### config.mk
export PLATFORM = sky130hd
export DESIGN_NAME = cc_branch_unit_flat
export DESIGN_NICKNAME = d
export VERILOG_FILES = /design/src/rtl/cc_branch_unit_if.sv /design/src/rtl/cc_branch_unit.sv /design/src/flat_wrapper.sv
export SDC_FILE = /design/constraint.sdc
export NUM_CORES = 1
export LEC_CHECK = 0
export BUFFER_PORTS_ARGS = -buffer_cell sky130_fd_sc_hd__buf_4
export CAP_MARGIN = 5
export CORE_MARGIN = 3
export CORE_UTILIZATION = 40
export CTS_CLUSTER_SIZE = 8
export DETAILED_ROUTE_END_ITERATION = 12
export PLACE_DENSITY = 0.65
export SETUP_SLACK_MARGIN = 0.3
export SYNTH_ARGS = -nofsm -noshare
export SYNTH_HDL_FRONTEND = slang
export SYNTH_SLANG_ARGS = --single-unit
export TNS_END_PERCENT = 50
### constraint.sdc
create_clock -name Clk -period 2.35 [get_ports Clk]
set_clock_uncertainty 0.15 [all_clocks]
set_input_delay 0.235 -clock Clk [delete_from_list [all_inputs] [get_ports Clk]]
set_output_delay 0.235 -clock Clk [all_outputs]
set_load 0.02 [all_outputs]
### src/rtl/cc_branch_unit_if.sv
// Signal bundle between the LC-3 datapath/control and the condition-code and branch unit.
// The master side drives the load strobes and operands; the slave side returns flags.
interface cc_branch_unit_if #(
  parameter int unsigned DATA_W = 16
);
  logic [DATA_W-1:0] Bus_In;
  logic [15:0]       IR;
  logic              LD_CC;
  logic              LD_BEN;
  logic              Cmp_Unsigned;
  logic              Ovf_In;
  logic              Carry_In;
  logic [1:0]        Cond_Mode;
  logic              Save_CC;
  logic              Restore_CC;
  logic              BEN_Out;
  logic [2:0]        NZP_Out;
  logic [1:0]        VC_Out;
  logic              Stack_Full;
  logic              Stack_Empty;
  logic              Stack_Err;

  modport master (
    output Bus_In, IR, LD_CC, LD_BEN, Cmp_Unsigned, Ovf_In, Carry_In, Cond_Mode,
           Save_CC, Restore_CC,
    input  BEN_Out, NZP_Out, VC_Out, Stack_Full, Stack_Empty, Stack_Err
  );

  modport slave (
    input  Bus_In, IR, LD_CC, LD_BEN, Cmp_Unsigned, Ovf_In, Carry_In, Cond_Mode,
           Save_CC, Restore_CC,
    output BEN_Out, NZP_Out, VC_Out, Stack_Full, Stack_Empty, Stack_Err
  );
endinterface

### src/rtl/cc_branch_unit.sv
// Condition-code register {N,Z,P,V,C}, branch-enable flop and a small LIFO of saved
// condition codes used across interrupt entry / RTI.
module cc_branch_unit #(
  parameter int unsigned DATA_W      = 16,
  parameter int unsigned STACK_DEPTH = 4,
  parameter int unsigned COND_LSB    = 9
) (
  input logic             Clk,
  input logic             Reset,
  cc_branch_unit_if.slave bus
);

  localparam int unsigned PtrW = $clog2(STACK_DEPTH + 1);
  localparam int unsigned IdxW = (STACK_DEPTH > 1) ? $clog2(STACK_DEPTH) : 1;

  typedef logic [4:0] cc_t;  // {N, Z, P, V, C}

  cc_t             cc_q, cc_d, cc_load;
  logic            ben_q, ben_d;
  logic            err_q, err_d;
  logic [PtrW-1:0] ptr_q, ptr_d, ptr_dec;
  cc_t             stack_q [STACK_DEPTH];
  cc_t             stack_d [STACK_DEPTH];

  logic            full, empty;
  logic            push_req, pop_req, do_push, do_pop;
  logic            zero, neg, branch;
  logic [IdxW-1:0] wr_idx, rd_idx;

  assign full    = (ptr_q == PtrW'(STACK_DEPTH));
  assign empty   = (ptr_q == '0);
  assign ptr_dec = ptr_q - PtrW'(1);
  assign wr_idx  = ptr_q[IdxW-1:0];
  assign rd_idx  = ptr_dec[IdxW-1:0];

  // Simultaneous save and restore cancel each other out entirely.
  assign push_req = bus.Save_CC & ~bus.Restore_CC;
  assign pop_req  = bus.Restore_CC & ~bus.Save_CC;
  assign do_push  = push_req & ~full;
  assign do_pop   = pop_req & ~empty;

  assign zero    = (bus.Bus_In == '0);
  assign neg     = bus.Bus_In[DATA_W-1] & ~bus.Cmp_Unsigned & ~zero;
  assign cc_load = {neg, zero, ~neg & ~zero, bus.Ovf_In, bus.Carry_In};

  // Branch term always looks at the registered CC, so a same-cycle LD_CC is not seen.
  always_comb begin
    branch = 1'b0;
    case (bus.Cond_Mode)
      2'b00: branch = (cc_q[4] & bus.IR[COND_LSB+2]) |
                      (cc_q[3] & bus.IR[COND_LSB+1]) |
                      (cc_q[2] & bus.IR[COND_LSB]);
      2'b01: branch = cc_q[0] & bus.IR[COND_LSB];
      2'b10: branch = cc_q[1] & bus.IR[COND_LSB];
      2'b11: branch = 1'b1;
      default: branch = 1'b0;
    endcase
  end

  always_comb begin
    cc_d  = cc_q;
    ben_d = ben_q;
    ptr_d = ptr_q;
    err_d = err_q | (push_req & full) | (pop_req & empty);

    if (do_pop) begin
      cc_d = stack_q[rd_idx];
    end else if (bus.LD_CC) begin
      cc_d = cc_load;
    end

    if (bus.LD_BEN) begin
      ben_d = branch;
    end

    if (do_push) begin
      ptr_d = ptr_q + PtrW'(1);
    end else if (do_pop) begin
      ptr_d = ptr_dec;
    end
  end

  always_comb begin
    stack_d = stack_q;
    if (do_push) begin
      stack_d[wr_idx] = cc_q;
    end
  end

  always_ff @(posedge Clk or negedge Reset) begin
    if (!Reset) begin
      cc_q  <= 5'b01000;
      ben_q <= 1'b0;
      err_q <= 1'b0;
      ptr_q <= '0;
    end else begin
      cc_q  <= cc_d;
      ben_q <= ben_d;
      err_q <= err_d;
      ptr_q <= ptr_d;
    end
  end

  // Stack contents are don't-care after reset; the pointer alone defines validity.
  always_ff @(posedge Clk) begin
    stack_q <= stack_d;
  end

  assign bus.BEN_Out     = ben_q;
  assign bus.NZP_Out     = cc_q[4:2];
  assign bus.VC_Out      = cc_q[1:0];
  assign bus.Stack_Full  = full;
  assign bus.Stack_Empty = empty;
  assign bus.Stack_Err   = err_q;

  logic unused_ir;
  assign unused_ir = ^bus.IR;

endmodule

### src/flat_wrapper.sv
// flat-port wrapper written by rule: the top's interface ports become plain ports
module cc_branch_unit_flat 
#(
  parameter int unsigned DATA_W      = 16,
  parameter int unsigned STACK_DEPTH = 4,
  parameter int unsigned COND_LSB    = 9
)
  (Clk, Reset, bus_Bus_In, bus_IR, bus_LD_CC, bus_LD_BEN, bus_Cmp_Unsigned, bus_Ovf_In, bus_Carry_In, bus_Cond_Mode, bus_Save_CC, bus_Restore_CC, bus_BEN_Out, bus_NZP_Out, bus_VC_Out, bus_Stack_Full, bus_Stack_Empty, bus_Stack_Err);
  cc_branch_unit_if #(.DATA_W(DATA_W)) bus_i ();
  input logic Clk;
  input logic Reset;
  input wire logic [$bits(bus_i.Bus_In)-1:0] bus_Bus_In;
  input wire logic [$bits(bus_i.IR)-1:0] bus_IR;
  input wire logic [$bits(bus_i.LD_CC)-1:0] bus_LD_CC;
  input wire logic [$bits(bus_i.LD_BEN)-1:0] bus_LD_BEN;
  input wire logic [$bits(bus_i.Cmp_Unsigned)-1:0] bus_Cmp_Unsigned;
  input wire logic [$bits(bus_i.Ovf_In)-1:0] bus_Ovf_In;
  input wire logic [$bits(bus_i.Carry_In)-1:0] bus_Carry_In;
  input wire logic [$bits(bus_i.Cond_Mode)-1:0] bus_Cond_Mode;
  input wire logic [$bits(bus_i.Save_CC)-1:0] bus_Save_CC;
  input wire logic [$bits(bus_i.Restore_CC)-1:0] bus_Restore_CC;
  output wire logic [$bits(bus_i.BEN_Out)-1:0] bus_BEN_Out;
  output wire logic [$bits(bus_i.NZP_Out)-1:0] bus_NZP_Out;
  output wire logic [$bits(bus_i.VC_Out)-1:0] bus_VC_Out;
  output wire logic [$bits(bus_i.Stack_Full)-1:0] bus_Stack_Full;
  output wire logic [$bits(bus_i.Stack_Empty)-1:0] bus_Stack_Empty;
  output wire logic [$bits(bus_i.Stack_Err)-1:0] bus_Stack_Err;
  assign bus_i.Bus_In = bus_Bus_In;
  assign bus_i.IR = bus_IR;
  assign bus_i.LD_CC = bus_LD_CC;
  assign bus_i.LD_BEN = bus_LD_BEN;
  assign bus_i.Cmp_Unsigned = bus_Cmp_Unsigned;
  assign bus_i.Ovf_In = bus_Ovf_In;
  assign bus_i.Carry_In = bus_Carry_In;
  assign bus_i.Cond_Mode = bus_Cond_Mode;
  assign bus_i.Save_CC = bus_Save_CC;
  assign bus_i.Restore_CC = bus_Restore_CC;
  assign bus_BEN_Out = bus_i.BEN_Out;
  assign bus_NZP_Out = bus_i.NZP_Out;
  assign bus_VC_Out = bus_i.VC_Out;
  assign bus_Stack_Full = bus_i.Stack_Full;
  assign bus_Stack_Empty = bus_i.Stack_Empty;
  assign bus_Stack_Err = bus_i.Stack_Err;
  cc_branch_unit #(.DATA_W(DATA_W), .STACK_DEPTH(STACK_DEPTH), .COND_LSB(COND_LSB)) u_core (.Clk(Clk), .Reset(Reset), .bus(bus_i));
endmodule
==> impl_metrics.csv, run 1 <==
group,metric,value,unit
setup_path,crit_fanout,6,
logic_synthesis,ys_seq_area_frac,0.5984,
setup_path,crit_path_start_kind,"flop",
logic_synthesis,synthXorXnorAreaFrac,0.01230,
floorplan,io_pins,52,
timing,period_needed,1.955,ns
cts,cts_inserted_buffers,5,
power,p_total,0.001807,W
global_route,overflow,0,
final_layout,antenna_cells,0,
setup_path,rrSetupSlack,0.39,ns
timing,holdWs,0.03258,ns
final_layout,area_delta_synth_final,29.96,%
floorplan,die_width,65.66,µm
timing,tightestPinTransition,0.4827,ns
power,p_per_area,976.7,nW/µm²
logic_synthesis,synth_edf_count,20,
logic_synthesis,synth-seq-cells,30,
setup_path,cp.required,2.20,ns
setup_path,ff2ff_path_depth,5,
detailed_routing,vias_per_cell,4.824,
cts,cts_htree_levels,2,
floorplan,fp.dieArea,4311,µm²
logic_synthesis,synth-simple-area-share,0.08699,
power,comb_power_share,0.378,
setup_path,cpMaxStageDelayCell,"dfrtp_1",
logic_synthesis,syn_nets,152,
logic_synthesis,synth_mux_area_frac,0.1327,
setup_path,crit_path_max_incr_delay,0.41,ns
logic_synthesis,synth_compound_area_frac,0.06766,
floorplan,fp-row-count,21,
timing,slew_headroom,0.6770,
worst_hold_path,whs_path_depth,3,
detailed_routing,vias,931,
logic_synthesis,yosysUniqueCellTypes,29,
detailed_routing,firstDrtPassIters,5,
run,drv_cap,0,
cts,cts_tree,"built",
logic_synthesis,avgSynthCellArea,14.10,µm²
final_layout,nets,197,
cts,clock_sinks,30,
power,p_clk_frac,0.173,
logic_synthesis,syn_area,1424,µm²
floorplan,initial_core_util,0.4201,
power,power_switching,0.0006041,W
power,p_sw_frac,0.3342,
global_route,grt_antenna_before_repair,0,
global_route,grt_pass1_vias,972,
setup_path,cp_common_cell,"and2_1",
setup_path,cp.arrival,1.80,ns
timing,finalMaxSlewViolations,0,
cts,cts.clk_slew.worst_paths,0.09,ns
timing,setup_viol,0,
timing,hold_viol,0,
placed_design,place_congestion,0.7906,
final_layout,layout-drive-gt1-share,0.3878,
timing,finalWorstSetupSlack,0.3947,ns
timing,rsz0062_at_grt,"yes",
floorplan,core,3390,µm²
setup_path,r2r-end,"u_core.stack_q[0]",
power,pwr-share-seq,0.448,
worst_hold_path,min_to,"u_core.cc_q[4]",
outcome,outcome,"completed",
worst_hold_path,hold_path.class,"in -> reg",
cts,clk_latency,0.32,ns
global_route,track_usage,0.1476,
setup_path,setup.worst_path.class,"reg -> reg",
cts,cts.root.buffer_cell,"clkbuf_4",
placed_design,pre_cts_slack,0.4360,ns
global_route,grt_pass1_wl,4.540,mm
detailed_routing,drtAntennaViolNets,0,
logic_synthesis,synth_top_family_by_area,"multiplexers",
detailed_routing,wirelength,2.846,mm
logic_synthesis,syn_inst,101,
logic_synthesis,synthAdderAreaFrac,0.07030,
placed_design,port_buffers,38,
setup_path,cp_top_family,"simple AND/OR/NAND/NOR gates",
global_route,grt_max_degree,11,
detailed_routing,drcViolationCount,0,
placed_design,dp_hpwl,2.202,mm
timing,setup-tns-final,0,ns
power,power_leakage,0.7856,nW
cts,clock_path_buffers,2,
timing,clock.fmax,511.4,MHz
logic_synthesis,ys.flop_type,"edfxtp_1",
setup_path,critical_path.cell_chain,"inv_1, ha_1, and2_1, nor2_2, and2_1",
logic_synthesis,ys_warn_count,0,
worst_hold_path,min_from,"bus_Cmp_Unsigned",
floorplan,die_h,65.66,µm
logic_synthesis,async_reset_ff_frac,0.3333,
setup_path,path_buf_inv,1,
setup_path,r2r_start,"u_core.ptr_q[1]",
detailed_routing,wl_per_cell,14.75,µm
detailed_routing,dr.first_iter.drc_count,49,
power,internal_power,0.001203,W
power,vdd_drop_max,0.0004404,V
timing,fin_crit_sh,0.8320,
setup_path,cp-end-kind,"flop",
tightest hold or removal path, cell delays in order:
cell and delay (ns):
buf_4 0.08, or3_1 0.09, a31oi_1 0.07
placed cells by master (no fill, tap or decap), types with 2 or more instances in the layout:
cell type	n
inv_1	7
buf_4	40
and2_1	3
nand2b_1	4
ha_1	8
o21ai_0	2
clkbuf_4	5
edfxtp_1	20
mux2i_1	5
xnor2_1	2
nor4_1	4
mux4_2	5
nor2_1	7
dfrtp_1	9
dlygate4sd3_1	2
a21oi_1	6
cell type report:
| class | instances | area [µm²] |
|---|---|---|
| repair buffers | 42 | 320.3 |
| multi-input cells | 60 | 530.5 |
| well taps | 46 | 57.56 |
| fillers | 287 | 1539 |
| inverters | 7 | 26.28 |
| clock buffers | 6 | 51.30 |
| clock inverters | 2 | 12.51 |
| flip-flops and latches | 30 | 852.1 |
layer usage:
metal	vias up	wire length [µm]	global-route usage
met1	439	1211	0.1743
met2	23	1413	0.2416
li1	464	-	-
met3	5	166	0.05299
met5	-	0	0
met4	0	55	0.06218
what timing repair did:
item | 4_1_cts | 5_1_grt
setup endpoints to repair | 0 | 6
hold buffers | 2 | 0
hold endpoints to repair | 11 | 0
buffers inserted | 0 | 0
gates resized for setup | 0 | 1
Yosys cell counts (2+ instances only):
master | count | area, µm²
buf_2 | 2 | 10.01
dfrtp_1 | 9 | 225.2
mux4_2 | 5 | 112.6
o21ai_0 | 2 | 10.01
nand2b_1 | 4 | 25.02
and2_1 | 4 | 25.02
edfxtp_1 | 20 | 600.6
mux2i_1 | 5 | 50.05
xnor2_1 | 2 | 17.52
nor2_1 | 8 | 30.03
nor4_1 | 4 | 25.02
a21oi_1 | 6 | 30.03
inv_1 | 7 | 26.28
ha_1 | 8 | 100.1
how the worst max path moves through the flow:
stage,startpoint,to,depth (start not counted)
finish,u_core.ptr_q[1],u_core.stack_q[0],5
CTS,u_core.ptr_q[1],u_core.stack_q[0],5
detailed placement,u_core.ptr_q[1],u_core.stack_q[3],5
global route,u_core.ptr_q[1],u_core.stack_q[0],5
global placement,u_core.ptr_q[1],u_core.stack_q[2],5
floorplan,u_core.ptr_q[0],u_core.stack_q[0],6
flip-flops by register name, indices dropped and copies added (netlist names):
| register | flops |
|---|---|
| u_core.bus.BEN_Out | 1 |
| u_core.bus.Stack_Err | 1 |
| u_core.cc_q | 5 |
| u_core.ptr_q | 3 |
| u_core.stack_q | 20 |
through the flow:
step,instances,util,area (µm²)
after detailed placement,183,0.5209,1765
after floorplan,101,-,1426
final,193,0.5460,1851
after CTS,193,0.5456,1849
after global placement,183,0.5209,1765
after global routing,193,0.5460,1851
cells by family (layout without fill, tap and decap cells):
family,count (synthesis),count (layout)
multiplexers,12,12
AND/OR/NAND/NOR,23,23
XOR/XNOR,2,2
buffers and inverters,11,57
adder cells (fa/ha/maj),8,8
AO/OA/AOI/OAI,15,15
flip-flops,30,30
power groups by stage:
| stage | combinational, W | clock [W] | sequential, W |
|---|---|---|---|
| after CTS | 0.000693 | 0.000325 | 0.000812 |
| after global routing | 0.000750 | 0.000350 | 0.000829 |
| after floorplan | 0.000415 | 0 | 0.000844 |
| final | 0.000684 | 0.000314 | 0.000810 |
| after detailed placement | 0.000686 | 0 | 0.000822 |
| after global placement | 0.000675 | 0 | 0.000812 |
No activity file was read; power rests on OpenSTA's default activity.
==> run 2, diff against run 1 <==
==> constraint.sdc (replaced) <==
create_clock -name Clk -period 1.8 [get_ports Clk]
set_clock_uncertainty 0.15 [all_clocks]
set_input_delay 0.18 -clock Clk [delete_from_list [all_inputs] [get_ports Clk]]
set_output_delay 0.18 -clock Clk [all_outputs]
set_load 0.02 [all_outputs]
==> run 2 against run 1 <==
  * Hold slack got worse by 0.0017 ns
  * Die area unchanged
  * Sequential power increased by 28%
  * Cell area increased by 6.7%
  * Sequential cell count unchanged
  * Highest routed layer unchanged
==> impl_metrics.csv, run 2 (synthesized netlist as in run 1, its figures left out) <==
group,metric,value,unit
cts,cts_htree_levels,2,
setup_path,r2r-end,"u_core.stack_q[6]",
detailed_routing,drcViolationCount,0,
global_route,track_usage,0.1642,
setup_path,ff2ff_path_depth,5,
power,p_sw_frac,0.3442,
cts,cts.root.buffer_cell,"clkbuf_4",
final_layout,antenna_cells,0,
power,vdd_drop_max,0.0006188,V
power,p_per_area,1343,nW/µm²
global_route,grt_max_degree,11,
setup_path,startpoint,"u_core.ptr_q[0]",
timing,setup_viol,0,
final_layout,final_cell_mix,"buf_4 (46), edfxtp_1 (20), dfrtp_1 (8), nor2_1 (7), ha_1 (7)",
final_layout,area_delta_synth_final,38.66,%
placed_design,port_buffers,38,
global_route,grt_pass1_wl,4.988,mm
floorplan,initial_core_util,0.4201,
global_route,grt_pass1_vias,1061,
power,power_leakage,0.8366,nW
power,comb_power_share,0.463,
timing,period_needed,1.616,ns
run,drv_cap,0,
timing,slew_headroom,0.8150,
placed_design,dp_hpwl,2.315,mm
setup_path,cp.arrival,1.51,ns
final_layout,regMostFlops,"u_core.stack_q",
final_layout,multi_input_area,569.3,µm²
final_layout,nets,207,
final_layout,layout-drive-gt1-share,0.4777,
timing,setup-tns-final,0,ns
detailed_routing,wirelength,3.159,mm
placed_design,place_congestion,0.7555,
timing,finalMaxSlewViolations,0,
global_route,grt_antenna_before_repair,0,
floorplan,io_pins,52,
outcome,outcome,"completed",
cts,cts.clk_slew.worst_paths,0.10,ns
global_route,overflow,0,
detailed_routing,drtAntennaViolNets,0,
floorplan,fp-row-count,21,
setup_path,cp-end-kind,"flop",
worst_hold_path,min_from,"bus_Ovf_In",
cts,cts_tree,"built",
cts,clk_latency,0.33,ns
detailed_routing,vias_per_cell,4.980,
setup_path,r2r_start,"u_core.ptr_q[0]",
final_layout,n_fill_cell,283,
power,power_switching,0.0009127,W
final_layout,layout_commonest_cell,"buf_4",
final_layout,final-seq-area,853.3,µm²
worst_hold_path,hold_path.class,"in -> reg",
timing,holdWs,0.03092,ns
power,pwr-share-seq,0.394,
floorplan,die_h,65.66,µm
setup_path,crit_path_start_kind,"flop",
timing,fin_crit_sh,0.8978,
detailed_routing,wl_per_cell,15.56,µm
timing,hold_viol,0,
detailed_routing,vias,1011,
setup_path,cp.required,1.69,ns
setup_path,crit_fanout,5,
setup_path,endpoint,"u_core.stack_q[6]",
setup_path,rrSetupSlack,0.18,ns
final_layout,largest_reg_flops,20,
detailed_routing,dr.first_iter.drc_count,57,
power,p_clk_frac,0.144,
timing,rsz0062_at_grt,"yes",
floorplan,fp.dieArea,4311,µm²
setup_path,setup.worst_path.class,"reg -> reg",
floorplan,core,3390,µm²
timing,tightestPinTransition,0.2776,ns
detailed_routing,firstDrtPassIters,4,
floorplan,die_width,65.66,µm
cts,clock_sinks,30,
final_layout,top_regs,"u_core.stack_q x20, u_core.cc_q x5, u_core.ptr_q x3",
cts,clock_path_buffers,2,
power,internal_power,0.001739,W
timing,clock.fmax,618.8,MHz
cts,cts_inserted_buffers,5,
==> run 2: cell types whose count changed in the layout (fill, tap and decap cells not counted), sizes merged <==
cell         before  now
buf              40   49
clkbuf            6    5
clkinv            1    3
dlygate4sd3       2    3
inv               7    6
==> run 2: area by class of cell <==
cell class / instances / area share
flip-flops and latches: 30 / 0.4322
clock buffers: 5 / 0.01901
well taps: 46 / 0.02915
clock inverters: 3 / 0.008238
multi-input cells: 60 / 0.2883
repair buffers: 52 / 0.2072
inverters: 7 / 0.01584
==> run 2: worst min path at each step <==
stage,to,slack (ns),depth (start not counted)
5_1_grt,u_core.cc_q[2],0.04,2
6_report,u_core.cc_q[1],0.03,3
2_1_floorplan,u_core.bus.BEN_Out,-0.27,0
3_5_place_dp,u_core.cc_q[2],-0.12,1
4_1_cts,u_core.cc_q[0],0.02,3
3_3_place_gp,u_core.cc_q[4],-0.13,1
==> run 2: metrics by stage <==
step | cells | area, µm² | util | setup slack (ns) | power, W
3_3_place_gp | 186 | 1821 | 0.5371 | 0.09946 | 0.002085
5_1_grt | 203 | 1974 | 0.5825 | 0.1474 | 0.002818
4_1_cts | 200 | 1942 | 0.5729 | 0.1837 | 0.002590
3_5_place_dp | 186 | 1821 | 0.5371 | 0.09092 | 0.002113
2_1_floorplan | 101 | 1475 | - | 0.1607 | 0.001773
6_report | 203 | 1974 | 0.5825 | 0.1840 | 0.002652
==> run 2: critical path, cell delays in order, from the launching register on <==
cell,delay (ns)
dfrtp_2,0.41
clkinv_4,0.07
ha_4,0.17
and2_4,0.17
nor2_4,0.15
and2_4,0.21
==> run 2: what timing repair did <==
action / CTS / global route
pin swaps: 1 / 4
gates cloned: 0 / 0
endpoints found under the hold margin: 12 / 0
setup endpoints to repair: 31 / 24
buffers inserted: 3 / 3
resized for setup: 5 / 4
hold buffers: 3 / 0
==> run 2: power by group through the flow <==
| stage | Combinational [W] | Sequential [W] | Clock, W |
|---|---|---|---|
| 3_5_place_dp | 0.00105 | 0.00106 | 0 |
| 3_3_place_gp | 0.00103 | 0.00105 | 0 |
| 4_1_cts | 0.00115 | 0.00104 | 0.000392 |
| 6_report | 0.00123 | 0.00104 | 0.000381 |
| 5_1_grt | 0.00132 | 0.00107 | 0.000433 |
| 2_1_floorplan | 0.000667 | 0.00111 | 0 |
==> run 2: routing by layer <==
metal  track usage  part of all wire  up-vias
li1              -                 -      484
met1        0.2060              0.43      488
met2        0.2441              0.50       29
met3       0.05299             0.044       10
met4        0.1010             0.028        0
met5             0                 0        -
==> run 3, diff against run 2 <==
--- a/config.mk
+++ b/config.mk
@@ -11,6 +11,7 @@
 export CORE_UTILIZATION = 40
 export CTS_CLUSTER_SIZE = 8
 export DETAILED_ROUTE_END_ITERATION = 12
+export HOLD_SLACK_MARGIN = 0.12
 export PLACE_DENSITY = 0.65
 export SETUP_SLACK_MARGIN = 0.3
 export SYNTH_ARGS = -nofsm -noshare
==> run 3 against run 2 <==
  * Hold slack better by 0.11 ns
  * Count of clock-buffer cells in the layout unchanged
  * Non-clock buffer count up 5
  * Power up 0.34%
  * Largest cell class unchanged
==> impl_metrics.csv, run 3 (synthesized netlist as in run 1, its figures left out) <==
group,metric,value,unit
placed_design,dp_hpwl,2.315,mm
detailed_routing,wirelength,3.186,mm
cts,cts.root.buffer_cell,"clkbuf_4",
setup_path,setup.worst_path.class,"reg -> reg",
detailed_routing,vias,1040,
floorplan,die_width,65.66,µm
global_route,track_usage,0.1650,
timing,clock.fmax,619.2,MHz
final_layout,largest_reg_flops,20,
setup_path,crit_path_start_kind,"flop",
final_layout,antenna_cells,0,
setup_path,cp-end-kind,"flop",
timing,slew_headroom,0.6648,
final_layout,final-seq-area,853.3,µm²
final_layout,layout-drive-gt1-share,0.4630,
timing,finalMaxSlewViolations,0,
setup_path,endpoint,"u_core.stack_q[6]",
final_layout,layout_commonest_cell,"buf_4",
final_layout,nets,212,
final_layout,area_delta_synth_final,42.18,%
timing,setup-tns-final,0,ns
global_route,grt_antenna_before_repair,0,
detailed_routing,dr.first_iter.drc_count,67,
outcome,outcome,"completed",
setup_path,r2r_start,"u_core.ptr_q[0]",
floorplan,core,3390,µm²
global_route,grt_pass1_vias,1086,
global_route,grt_max_degree,11,
global_route,overflow,0,
floorplan,fp.dieArea,4311,µm²
final_layout,top_regs,"u_core.stack_q x20, u_core.cc_q x5, u_core.ptr_q x3",
detailed_routing,wl_per_cell,15.32,µm
global_route,grt_pass1_wl,5.030,mm
timing,fin_crit_sh,0.8971,
detailed_routing,vias_per_cell,5.000,
setup_path,startpoint,"u_core.ptr_q[0]",
floorplan,die_h,65.66,µm
placed_design,port_buffers,38,
timing,setup_viol,0,
cts,cts_tree,"built",
detailed_routing,drcViolationCount,0,
worst_hold_path,hold_path.class,"in -> reg",
cts,cts.clk_slew.worst_paths,0.10,ns
floorplan,fp-row-count,21,
cts,clock_sinks,30,
detailed_routing,firstDrtPassIters,4,
power,p_per_area,1314,nW/µm²
run,drv_cap,0,
placed_design,place_congestion,0.7555,
floorplan,initial_core_util,0.4201,
final_layout,multi_input_area,569.3,µm²
detailed_routing,drtAntennaViolNets,0,
final_layout,final_cell_mix,"buf_4 (46), edfxtp_1 (20), dlygate4sd3_1 (8), dfrtp_1 (8)",
floorplan,io_pins,52,
setup_path,ff2ff_path_depth,5,
timing,tightestPinTransition,0.5012,ns
cts,cts_htree_levels,2,
setup_path,cp.arrival,1.51,ns
power,power_leakage,0.8575,nW
power,vdd_drop_max,0.0006183,V
timing,period_needed,1.615,ns
cts,cts_inserted_buffers,5,
final_layout,regMostFlops,"u_core.stack_q",
setup_path,cp.required,1.69,ns
cts,clock_path_buffers,2,
timing,rsz0062_at_grt,"yes",
final_layout,fin_util,0.5973,
final_layout,n_fill_cell,278,
setup_path,rrSetupSlack,0.19,ns
setup_path,crit_fanout,5,
setup_path,r2r-end,"u_core.stack_q[6]",
cts,clk_latency,0.33,ns
timing,hold_viol,0,
[run 3: cell types whose count changed in the layout (fill, tap and decap cells not counted)]
cell           previous run  this run
dlygate4sd3_1             3         8
[run 3: metrics by stage]
stage / cells / power (W) / hold WS, ns / area [µm²] / worst slack [ns]
floorplan: 101 / 0.001773 / -0.2656 / 1475 / 0.1607
global placement: 186 / 0.002085 / -0.1256 / 1821 / 0.09946
detailed placement: 186 / 0.002113 / -0.1248 / 1821 / 0.09092
CTS: 205 / 0.002599 / 0.1271 / 1992 / 0.1837
global route: 208 / 0.002827 / 0.1331 / 2024 / 0.1474
finish: 208 / 0.002661 / 0.1404 / 2024 / 0.1851
[run 3: worst min-delay path by stage]
stage / start / slack (ns) / to / cells after the start
2_1_floorplan: Reset / -0.27 / u_core.bus.BEN_Out / 0
3_3_place_gp: Reset / -0.13 / u_core.cc_q[4] / 1
3_5_place_dp: Reset / -0.12 / u_core.cc_q[2] / 1
4_1_cts: bus_IR[9] / 0.13 / u_core.bus.BEN_Out / 4
5_1_grt: Reset / 0.13 / u_core.cc_q[3] / 2
6_report: bus_IR[9] / 0.14 / u_core.bus.BEN_Out / 4
[run 3: final cells by class]
type / instances / share of cell area
clock buffers: 5 / 0.01854
clock inverters: 3 / 0.008035
well taps: 46 / 0.02843
multi-input cells: 60 / 0.2812
repair buffers: 57 / 0.2268
inverters: 7 / 0.01545
flip-flops and latches: 30 / 0.4215
[run 3: repair_timing]
action                                  4_1_cts  5_1_grt
pin swaps                                     1        4
hold buffers                                  8        0
endpoints found under the setup margin       31       24
hold endpoints to repair                     16        0
resized for setup                             5        4
buffers inserted                              3        3
gates cloned                                  0        0
[run 3: report_power, final]
part / internal, W / leakage [nW] / switching, W
registers: 0.000933 / 0.293 / 0.000109
logic: 0.000668 / 0.536 / 0.000569
clock network: 0.000145 / 0.0286 / 0.000237
total: 0.00175 / 0.858 / 0.000915
[run 3: worst max-delay path, cell delays in order (launching register included)]
cell	delay [ns]
dfrtp_2	0.41
clkinv_4	0.07
ha_4	0.17
and2_4	0.17
nor2_4	0.14
and2_4	0.21
[run 3: routing by layer]
metal | wire, µm | global-route usage | vias to the layer above
li1 | - | - | 494
met1 | 1359 | 0.2094 | 507
met2 | 1582 | 0.2428 | 29
met3 | 154 | 0.05299 | 10
met4 | 90 | 0.1010 | 0
met5 | 0 | 0 | -
